$ cat src/rtl/fetch_pkg.sv
`default_nettype none
// ============================================================================
// Module      : fetch_pkg
// Description : Shared definitions for the fetch buffer: jump request
//               encodings, the default reset PC and the pointer-width helper
//               used to size the instruction queue.
// Revision    : 1.0 - initial release
// ============================================================================
package fetch_pkg;

    // Jump request encodings carried on j_taken. J_RSVD is accepted on the
    // port but never redirects the front end.
    typedef enum logic [1:0] {
        J_NONE = 2'd0,
        J_IMM  = 2'd1,
        J_REG  = 2'd2,
        J_RSVD = 2'd3
    } jump_kind_e;

    // PC value after reset unless overridden at instantiation.
    localparam logic [31:0] DEFAULT_BASE_ADDR = 32'h8002_0000;

    // Number of bits needed to index a queue of the given depth. The queue
    // depth is always a power of two, so pointers wrap naturally.
    function automatic int calc_ptr_w(input int depth);
        return $clog2(depth);
    endfunction

endpackage : fetch_pkg
`default_nettype wire

$ cat src/rtl/fetch_buffer_instr_fifo.sv
`default_nettype none
// ============================================================================
// Module      : instr_fifo
// Description : Synchronous FIFO with flush holding {instruction, PC+4}
//               entries for the fetch buffer. Head data is presented
//               combinationally; push/pop/flush act on the rising edge.
//
// Ports       : clk      - rising-edge clock
//               rst_n    - asynchronous active-low reset
//               i_push   - write i_data at the tail
//               i_data   - entry to write
//               i_pop    - advance the head
//               i_flush  - discard every entry (wins over push and pop)
//               o_data   - head entry (undefined while empty)
//               o_count  - number of valid entries (0..DEPTH)
// Revision    : 1.0 - initial release
// ============================================================================
module instr_fifo
    import fetch_pkg::*;
#(
    parameter int WIDTH = 64,
    parameter int DEPTH = 4,
    localparam int PTR_W = calc_ptr_w(DEPTH)
) (
    input  logic             clk,
    input  logic             rst_n,
    input  logic             i_push,
    input  logic [WIDTH-1:0] i_data,
    input  logic             i_pop,
    input  logic             i_flush,
    output logic [WIDTH-1:0] o_data,
    output logic [PTR_W:0]   o_count
);

    localparam logic [PTR_W-1:0] c_ptr_one = PTR_W'(1);
    localparam logic [PTR_W:0]   c_cnt_one = (PTR_W+1)'(1);
    localparam logic [PTR_W:0]   c_cnt_max = (PTR_W+1)'(DEPTH);

    logic [WIDTH-1:0] r_mem [DEPTH];
    logic [PTR_W-1:0] r_wr_ptr;
    logic [PTR_W-1:0] r_rd_ptr;
    logic [PTR_W:0]   r_count;

    logic w_empty;
    logic w_full;
    logic w_do_pop;
    logic w_do_push;

    assign w_empty   = (r_count == '0);
    assign w_full    = (r_count == c_cnt_max);
    // Protect the queue against a misbehaving producer/consumer: popping an
    // empty queue is ignored, and pushing a full queue only succeeds when a
    // pop frees the head slot in the same cycle.
    assign w_do_pop  = i_pop && !w_empty;
    assign w_do_push = i_push && (!w_full || w_do_pop);

    always_ff @(posedge clk or negedge rst_n) begin
        if (!rst_n) begin
            r_wr_ptr <= '0;
            r_rd_ptr <= '0;
            r_count  <= '0;
        end else if (i_flush) begin
            r_wr_ptr <= '0;
            r_rd_ptr <= '0;
            r_count  <= '0;
        end else begin
            if (w_do_push) begin
                r_wr_ptr <= r_wr_ptr + c_ptr_one;
            end
            if (w_do_pop) begin
                r_rd_ptr <= r_rd_ptr + c_ptr_one;
            end
            case ({w_do_push, w_do_pop})
                2'b10:   r_count <= r_count + c_cnt_one;
                2'b01:   r_count <= r_count - c_cnt_one;
                default: r_count <= r_count;
            endcase
        end
    end

    // Storage carries no reset: an entry is only visible once counted.
    always_ff @(posedge clk) begin
        if (w_do_push && !i_flush) begin
            r_mem[r_wr_ptr] <= i_data;
        end
    end

    assign o_data  = r_mem[r_rd_ptr];
    assign o_count = r_count;

endmodule : instr_fifo
`default_nettype wire

$ cat src/rtl/fetch_buffer.sv
`default_nettype none
// ============================================================================
// Module      : fetch_buffer
// Description : Instruction fetch front end with a decoupling queue.
//               Generates sequential and redirected PCs, issues reads to a
//               one-cycle-latency synchronous instruction memory, and queues
//               {instruction, PC+4} for decode. A branch/jump redirect
//               flushes the queue and drops any read in flight.
//               FIFO_DEPTH must be a power of two and at least 2.
//
// Ports       : clock        - rising-edge clock
//               reset        - asynchronous active-low reset
//               br_taken     - branch redirect request
//               br_target    - branch target
//               j_taken      - jump request (none / immediate / register)
//               j_target     - immediate jump target
//               reg_A        - register jump target
//               imem_en      - memory read strobe
//               imem_addr    - word-aligned memory read address
//               imem_rdata   - read data, valid the cycle after imem_en
//               out_valid    - queue head valid towards decode
//               out_ready    - decode accepts the head
//               out_instr    - head instruction
//               out_pc_plus4 - head PC+4
//               occupancy    - current queue entry count
// Revision    : 1.0 - initial release
// ============================================================================
module fetch_buffer
    import fetch_pkg::*;
#(
    parameter int DATA_WIDTH    = 32,
    parameter int ADDRESS_WIDTH = 32,
    parameter logic [ADDRESS_WIDTH-1:0] BASE_ADDRESS = ADDRESS_WIDTH'(DEFAULT_BASE_ADDR),
    parameter int FIFO_DEPTH    = 4,
    localparam int PTR_W = calc_ptr_w(FIFO_DEPTH)
) (
    input  logic                     clock,
    input  logic                     reset,
    input  logic                     br_taken,
    input  logic [ADDRESS_WIDTH-1:0] br_target,
    input  logic [1:0]               j_taken,
    input  logic [ADDRESS_WIDTH-1:0] j_target,
    input  logic [ADDRESS_WIDTH-1:0] reg_A,
    output logic                     imem_en,
    output logic [ADDRESS_WIDTH-1:0] imem_addr,
    input  logic [DATA_WIDTH-1:0]    imem_rdata,
    output logic                     out_valid,
    input  logic                     out_ready,
    output logic [DATA_WIDTH-1:0]    out_instr,
    output logic [ADDRESS_WIDTH-1:0] out_pc_plus4,
    output logic [PTR_W:0]           occupancy
);

    localparam int ENTRY_W = DATA_WIDTH + ADDRESS_WIDTH;

    localparam logic [ADDRESS_WIDTH-1:0] c_pc_step    = ADDRESS_WIDTH'(4);
    localparam logic [ADDRESS_WIDTH-1:0] c_align_mask = ~(ADDRESS_WIDTH'(3));
    localparam logic [PTR_W+1:0]         c_depth      = (PTR_W+2)'(FIFO_DEPTH);

    // ------------------------------------------------------------------
    // State
    // ------------------------------------------------------------------
    logic [ADDRESS_WIDTH-1:0] r_fetch_pc;  // next PC to request
    logic                     r_inflight;  // a read was issued last cycle
    logic [ADDRESS_WIDTH-1:0] r_ret_pc;    // address of the read in flight

    // ------------------------------------------------------------------
    // Combinational
    // ------------------------------------------------------------------
    jump_kind_e               w_jump;
    logic                     w_redirect;
    logic [ADDRESS_WIDTH-1:0] w_target_raw;
    logic [ADDRESS_WIDTH-1:0] w_target;
    logic [PTR_W:0]           w_count;
    logic [PTR_W+1:0]         w_committed;
    logic                     w_credit;
    logic                     w_issue;
    logic                     w_push;
    logic                     w_pop;
    logic                     w_head_valid;
    logic [ENTRY_W-1:0]       w_push_data;
    logic [ENTRY_W-1:0]       w_head;

    assign w_jump = jump_kind_e'(j_taken);

    // Redirect source priority: branch, then immediate jump, then register
    // jump. The reserved jump encoding behaves as "no request".
    always_comb begin
        w_redirect   = 1'b0;
        w_target_raw = br_target;
        if (br_taken) begin
            w_redirect   = 1'b1;
            w_target_raw = br_target;
        end else begin
            case (w_jump)
                J_IMM: begin
                    w_redirect   = 1'b1;
                    w_target_raw = j_target;
                end
                J_REG: begin
                    w_redirect   = 1'b1;
                    w_target_raw = reg_A;
                end
                default: begin
                    w_redirect   = 1'b0;
                    w_target_raw = br_target;
                end
            endcase
        end
    end

    assign w_target = w_target_raw & c_align_mask;

    // Credit: every outstanding read must find a free slot when it returns,
    // so queued entries plus the read in flight must stay below the depth.
    // A pop in this cycle is deliberately not counted as freeing a slot;
    // that keeps the issue decision independent of out_ready.
    assign w_committed = {1'b0, w_count} + {{(PTR_W+1){1'b0}}, r_inflight};
    assign w_credit    = (w_committed < c_depth);

    // The reset term keeps the strobe low for the whole time reset is held,
    // not just until the next edge.
    assign w_issue = reset && !w_redirect && w_credit;

    // A response arriving in the redirect cycle belongs to the old path.
    assign w_push       = r_inflight && !w_redirect;
    assign w_head_valid = (w_count != '0) && !w_redirect;
    assign w_pop        = w_head_valid && out_ready;

    assign w_push_data = {imem_rdata, r_ret_pc + c_pc_step};

    always_ff @(posedge clock or negedge reset) begin
        if (!reset) begin
            r_fetch_pc <= BASE_ADDRESS;
            r_inflight <= 1'b0;
            r_ret_pc   <= BASE_ADDRESS & c_align_mask;
        end else if (w_redirect) begin
            r_fetch_pc <= w_target;
            r_inflight <= 1'b0;
        end else if (w_issue) begin
            r_fetch_pc <= r_fetch_pc + c_pc_step;
            r_inflight <= 1'b1;
            r_ret_pc   <= r_fetch_pc & c_align_mask;
        end else begin
            r_inflight <= 1'b0;
        end
    end

    // ------------------------------------------------------------------
    // Instruction queue
    // ------------------------------------------------------------------
    instr_fifo #(
        .WIDTH (ENTRY_W),
        .DEPTH (FIFO_DEPTH)
    ) u_instr_fifo (
        .clk     (clock),
        .rst_n   (reset),
        .i_push  (w_push),
        .i_data  (w_push_data),
        .i_pop   (w_pop),
        .i_flush (w_redirect),
        .o_data  (w_head),
        .o_count (w_count)
    );

    // ------------------------------------------------------------------
    // Outputs
    // ------------------------------------------------------------------
    assign imem_en      = w_issue;
    assign imem_addr    = r_fetch_pc & c_align_mask;
    assign out_valid    = w_head_valid;
    assign out_instr    = w_head[ENTRY_W-1 -: DATA_WIDTH];
    assign out_pc_plus4 = w_head[ADDRESS_WIDTH-1:0];
    assign occupancy    = w_count;

endmodule : fetch_buffer
`default_nettype wire

$ cat config.mk
export PLATFORM = sky130hd
export DESIGN_NAME = fetch_buffer
export DESIGN_NICKNAME = d
export VERILOG_FILES = /design/src/rtl/fetch_pkg.sv /design/src/rtl/fetch_buffer_instr_fifo.sv /design/src/rtl/fetch_buffer.sv
export SDC_FILE = /design/constraint.sdc
export NUM_CORES = 1
export LEC_CHECK = 0
export BUFFER_PORTS_ARGS = -buffer_cell sky130_fd_sc_hd__buf_2
export CAP_MARGIN = 10
export CORE_MARGIN = 3
export CORE_UTILIZATION = 51
export CTS_CLUSTER_DIAMETER = 80
export DETAILED_ROUTE_END_ITERATION = 10
export HOLD_SLACK_MARGIN = 0.06
export PLACE_DENSITY_LB_ADDON = 0.05
export REMOVE_ABC_BUFFERS = 1
export SYNTH_ARGS = -nofsm -noshare
export SYNTH_HDL_FRONTEND = slang
export SYNTH_SLANG_ARGS = --single-unit
$ cat constraint.sdc
create_clock -name clock -period 3.15 [get_ports clock]
set_input_delay 0.315 -clock clock [delete_from_list [all_inputs] [get_ports clock]]
set_output_delay 0.315 -clock clock [all_outputs]
set_load 0.005 [all_outputs]
* Word-level counts from Yosys, hierarchy flattened *
Memory sizes are Yosys's and may differ from the RTL's.
Cells that the tools add are included.

cells by class
  add/subtract/negate cells = 7
  multiply operators = 0
  div/mod/pow operators = 0
  magnitude comparators = 1
  equal/unequal tests = 5
  shift operators = 0
  muxes and demuxes = 16
  bitwise logic cells = 1
  reductions and logical operators = 20

operators by type and width
  operator               count
  $mux 32                3
  $add 32x3->32 const B  2
  $pmux 32 s2            1
  $logic_and 1x1->1      8
  $mux 2                 4
  $mux 1                 6
  $pmux 3 s2             1
  $reduce_bool 2->1      3
  $reduce_bool 3->1      2
  $add 2x1->2 const B    2
  $add 3x1->4            1
  $eq 2x1->1 const B     2
  $eq 2x2->1 const B     2
  $lt 4x3->1 const B     1
  $add 3x1->3 const B    1
  $eq 3x3->1 const B     1
  $logic_not 1->1        3
  $logic_not 3->1        1
  $mux 3                 1
  $sub 3x1->3 const B    1
  $reduce_and 2->1       1
  $reduce_or 2->1        1
  $logic_or 1x1->1       1
  $not 1->1              1

storage, ports and cells
  flip-flop bits (word level) = 70
  latch bits = 0
  memory bits (writable) = 256
  bits in read-only memories = 0
  bits of input ports = 134
  word-level logic and storage cells = 57
  memories kept = 1

memories
  memory              depth  bits a word  read ports  clocked after memory_dff  write ports  RTL line                       text
  u_instr_fifo.r_mem  4      64           1           0                         1            fetch_buffer_instr_fifo.sv:39  logic [WIDTH-1:0] r_mem [DEPTH];

* Longest topological paths before layout *
  word-level depth = 13
  mapped depth = 11

* Hierarchy *
Synthesis repeated with hierarchy kept, for this count alone.

unflattened totals
  cell total of the unflattened synthesis = 860
  area, all modules = 13933.4 um2

by module, submodules not included
  module        times used  cells an instance  area an instance (um2)  sequential area each (um2)
  instr_fifo    1           399                9795.6                  7862.5
  fetch_buffer  1           461                4137.7                  1531.5

* Worst setup path before layout *
OpenSTA, ideal clock, no wires.

  kind = input to register
  start point = input j_taken[0]
  end point = memory u_instr_fifo.r_mem[0][10], enable pin
  library setup time = 0.427 ns
  arrival time = 2.784 ns
  required time = 2.723 ns
  slack = -0.060 ns
  stages on the path = 6
  cell sequence = inv_1 ha_1 nor2b_1 clkbuf_1 o311a_1 and2_1

on the way
  longest elaborated chain between the ends = 13
  elaborated cells on any way between the ends = 15
  those cells by class = eq/ne (2); mux (4); reduce/logical (9)

RTL lines
  item                                             RTL line                                                                 text
  start, declared                                  fetch_buffer.sv:41                                                       input logic [1:0] j_taken,
  $eq 2x2->1 / $eq 2x1->1 (equally long branches)  fetch_buffer.sv:95                                                       case (w_jump)
  $reduce_or 2->1 (no line) *                      --
  $mux 1 *                                         fetch_buffer.sv:95
  $mux 1 *                                         fetch_buffer.sv:91                                                       if (br_taken) begin
  $logic_not 1->1 *                                fetch_buffer_instr_fifo.sv:83, fetch_buffer.sv:126, fetch_buffer.sv:127
  $logic_and 1x1->1                                fetch_buffer.sv:127                                                      assign w_head_valid = (w_count != '0) && !w_redirect;
  $logic_and 1x1->1                                fetch_buffer.sv:128                                                      assign w_pop = w_head_valid && out_ready;
  $logic_and 1x1->1                                fetch_buffer_instr_fifo.sv:54                                            assign w_do_pop = i_pop && !w_empty;
  $logic_or 1x1->1                                 fetch_buffer_instr_fifo.sv:55                                            assign w_do_push = i_push && (!w_full || w_do_pop);
  $logic_and 1x1->1                                fetch_buffer_instr_fifo.sv:55
  $logic_and 1x1->1 *                              fetch_buffer_instr_fifo.sv:83                                            if (w_do_push && !i_flush) begin
  $mux 1 *                                         fetch_buffer_instr_fifo.sv:83
  $mux 1 (implied by the code) *                   fetch_buffer_instr_fifo.sv:84                                            r_mem[r_wr_ptr] <= i_data;
  end, declared                                    fetch_buffer_instr_fifo.sv:39

Mark *: on every way between the ends. The rest lies on a longest branch, timed or not.

* Final worst setup path *
  start point = register r_inflight
  end point = output imem_en

on the way
  longest elaborated chain between the ends = 3

RTL lines
  item                    RTL line             text
  start, declared         fetch_buffer.sv:64   logic r_inflight;
  start signal, assigned  fetch_buffer.sv:135  r_inflight <= 1'b0;
  start signal, assigned  fetch_buffer.sv:139  r_inflight <= 1'b0;
  start signal, assigned  fetch_buffer.sv:142  r_inflight <= 1'b1;
  $add 3x1->4             fetch_buffer.sv:118  assign w_committed = {1'b0, w_count} + {{(PTR_W+1){1'b0}}, r_inflight};
  $lt 4x3->1              fetch_buffer.sv:119  assign w_credit = (w_committed < c_depth);
  $logic_and 1x1->1       fetch_buffer.sv:123  assign w_issue = reset && !w_redirect && w_credit;
  end, declared           fetch_buffer.sv:44   output logic imem_en,

Every way passes these cells.

==> results.rst <==
.. list-table::
   :header-rows: 1

   * - Metric
     - Value
   * - Biggest cell delay along the critical path
     - 570 ps
   * - Synth top area cells
     - edfxtp_1 55%, dfrtp_1 12%, mux4_2 10%
   * - Average wire per standard cell
     - 21.0 um
   * - Number of remaining DRC errors
     - 0
   * - Fill cell total of the finished layout
     - 1,975
   * - Portion of synthesized cell area occupied by the leading cell type
     - 54.9%
   * - Count of hold-fix buffers inserted at cts
     - 41
   * - Fmax
     - 0.369 GHz
   * - Maximum number of pins on one net before global-route repair
     - 69
   * - Sequential fraction of design power
     - 52.5%
   * - Share of final-layout standard cells stronger than drive strength 1
     - 32.7%
   * - Worst slew pin tran
     - 931 ps
   * - Headroom to the max-slew limit
     - 37.9%
   * - Antenna diode instance count
     - 0
   * - Seq cells post-synth
     - 316
   * - DR iter-0 viols
     - 587
   * - Width of the die
     - 169 um
   * - Share of the clock period used by the worst path
     - 86.0%
   * - Maximum ir drop on the vdd rail
     - 0.391 mV
   * - Final critical path time including I/O delays and setup
     - 2710 ps
   * - Nets
     - 1,309
   * - Number of cells upsized or downsized after cts
     - 0
   * - Insertion delay of the later-clocked pin in the worst-skew pair
     - 560 ps
   * - Via count
     - 8,556
   * - Std-Cell Core Area
     - 26,100 um^2
   * - H-tree levels
     - 1
   * - Kind of path behind the tightest hold check
     - in2reg
   * - Setup slack after placement
     - 500 ps
   * - Worst Slack Setup Final
     - 442 ps
   * - Instance count of the mapped netlist
     - 890
   * - Clock group share of total power
     - 39.2%
   * - Distinct cell type count of the synthesized netlist
     - 60
   * - Initial antenna violation count
     - 0
   * - Maximum fanout count along the critical path
     - 13
   * - Cell with the most instances after synthesis
     - edfxtp_1
   * - Global-route usage over all layers
     - 22.4%
   * - Crit-path cells
     - nand3_1 -> nand2_1 -> inv_1 -> buf_4 -> buf_2
   * - Number of buffers added by the clock tree synthesis step
     - 30
   * - Setup clock skew after layout
     - 23.3 ps
   * - Final Hold Vio Count
     - 0
   * - RSZ-0062 raised after global routing
     - no
   * - Worst endpoint required time
     - 2830 ps
   * - WS Path Type
     - reg2out
   * - Number of antenna-violating nets in the routed design
     - 0
   * - Proportion of synthesized chip area in sequential cells
     - 67.5%
   * - Count of synthesis-stage warnings from yosys
     - 0
   * - Number of primary I/O pins
     - 235
   * - Worst Hold Margin
     - 96.1 ps
   * - Maximum count of clock buffers along a single path
     - 3
   * - Routed via count divided by cell count
     - 5.61
   * - Half-perimeter wire length of the detailed placement result
     - 22,200 um
   * - Global-route wire length before repair
     - 49,900 um
   * - TritonCTS clock tree
     - done
   * - Post-CTS setup buffers
     - 0
   * - Count of input and output buffers
     - 224
   * - Initial core utilization
     - 51.9%
   * - Total power per unit cell area
     - 565 nW/um^2
   * - Via count of the first global-routing pass
     - 8,724
   * - Internal cell power
     - 0.00730 W
   * - Ranking of synthesized cells by instance count
     - 248 x edfxtp_1, 126 x nand2_1, 64 x dfrtp_1
   * - Reported max-cap violation count
     - 0
   * - Cell Area, Synth
     - 13,600 um^2
   * - Area added between synthesis and finish
     - 23.0%
   * - Die area
     - 28,600 um^2
   * - Lkg Pwr
     - 6.29 nW
   * - Number of cell rows
     - 59
   * - Pre-Repair DR Iteration Count
     - 5
   * - Startpoint types
     - flip-flop
   * - Cell taking the most area after synthesis
     - edfxtp_1
   * - Final count of negative-setup-slack endpoints
     - 0
   * - Net Sw Power
     - 0.00213 W
   * - Kind of end point of the critical path
     - output pin
   * - Crit path max-delay family
     - buffers and inverters
   * - Fraction of synthesis flops using an asynchronous set or reset pin
     - 21.5%
   * - CTS root buf
     - clkbuf_16
   * - Clock-pin slew on the worst setup and hold paths
     - 70 ps
   * - Slew Viols, Final
     - 0
   * - Portion of total power attributed to combinational logic
     - 8.3%
   * - Average cell area after synthesis
     - 15.2 um^2
   * - Register Area
     - 9160 um^2
   * - Combined area of the multi-input logic cells
     - 4140 um^2
   * - Ys flop type
     - edfxtp_1
   * - Overall die height
     - 169 um
   * - Number of sinks driven by the clock tree
     - 316
   * - DP Cell Count
     - 1,428
   * - Arrival time reported for the critical path endpoint
     - 2390 ps
   * - Slowest stage cell on the critical path
     - dfrtp_1
   * - Final cell count without fillers
     - 1,525
   * - Sum of overflow across all layers after global routing
     - 0
   * - Count of buffer and inverter cells on the critical path
     - 3
   * - Routed wire length
     - 32,000 um
   * - Switching portion of total power
     - 22.6%
   * - Post-synth EDFFs
     - 248
   * - Outcome
     - complete, no violations
   * - Final Wtd Congestion
     - 0.897
[per-stage QoR]
step	util [%]	setup TNS (ps)	power [W]	instance area [um^2]
after global routing	63.8	0	0.00983	16700
after CTS	63.8	0	0.00953	16700
final	63.8	0	0.00943	16700
after global placement	58.3	0	0.00576	15200
after detailed placement	58.3	0	0.00578	15200
after floorplan	-	-203290	0.00537	13300
[kinds of logic (layout without fill, tap and decap cells)]
family,count (synthesis),after routing,synth area share (%)
flip-flops,316,316,67.5
AND/OR/NAND/NOR,249,249,9.15
AO/OA/AOI/OAI,145,145,7.29
multiplexers,66,66,10.6
buffers and inverters,66,363,2.13
XOR/XNOR,38,38,2.45
adder cells (fa/ha/maj),9,9,0.885
other,1,4,0.0276
[final timing paths]
check                                               startpoint                              endpoint  slack (ps)  cells after the start
setup / recovery                          r_inflight$_DFF_PN0_                               imem_en         440                      5
hold / removal                                       reg_A[28]            r_fetch_pc[28]$_DFFE_PN0P_         100                      3
setup reg to reg           u_instr_fifo.o_count[0]$_DFFE_PN0P_   u_instr_fifo.o_count[2]$_DFFE_PN0P_         470                      8
hold reg to reg                       r_ret_pc[31]$_DFFE_PN1P_              r_ret_pc[31]$_DFFE_PN1P_         480                      2
max in group asynchronous                                reset  u_instr_fifo.r_rd_ptr[0]$_DFFE_PN0P_        1940                      3
min in group asynchronous                                reset             r_fetch_pc[8]$_DFFE_PN0P_         520                      3
[sequential cells by signal (all words and copies together), names as in the netlist]
signal and flops:
u_instr_fifo.r_wr_ptr 2, r_fetch_pc 30, r_ret_pc 30, u_instr_fifo.o_count 3, u_instr_fifo.r_rd_ptr 2, u_instr_fifo.r_mem 248
r_inflight 1
[cell usage in the layout (no fill, tap or decap), types with 9 or more instances in the layout]
| cell | n |
|---|---|
| edfxtp_1 | 248 |
| buf_2 | 224 |
| nand2_1 | 126 |
| mux4_2 | 62 |
| dfrtp_1 | 62 |
| dlygate4sd3_1 | 41 |
| a21oi_1 | 32 |
| clkbuf_16 | 30 |
| xnor2_1 | 26 |
| o21ai_0 | 26 |
| nor2_1 | 24 |
| a22oi_1 | 22 |
| nand3_1 | 20 |
| buf_4 | 19 |
| and3_1 | 14 |
| inv_1 | 13 |
| nor3_1 | 13 |
| xor2_1 | 12 |
| a22o_1 | 10 |
| buf_12 | 10 |
| o31ai_1 | 9 |
[metal layers]
layer  vias up  part of all wire (%)  track usage, %
met2       297                    48            37.2
li1       4004                     -               -
met1      4208                    44            31.5
met5         -                     0               0
met3        47                   6.0            3.83
met4         0                   2.2            5.55
[worst min-delay path: stages]
cell and delay [ps]:
buf_2 70, a22oi_1 60, o221ai_1 170
[power groups by stage]
stage	Clock, W	Combinational [W]	Sequential (W)
finish	0.00370	0.000780	0.00496
global route	0.00397	0.000876	0.00498
CTS	0.00380	0.000784	0.00495
detailed placement	0	0.000740	0.00504
global placement	0	0.000724	0.00504
floorplan	0	0.000393	0.00498
[layout make-up]
cell class                      count  share of cell area (%)
Clock inverter                     20                    1.46
Inverter                           13                   0.293
Multi-Input combinational cell    511                    24.8
Sequential cell                   316                    54.9
Tap cell                          335                    2.51
Clock buffer                       36                    4.76
Timing Repair Buffer              294                    11.2
(Power assumes the default switching activity.)
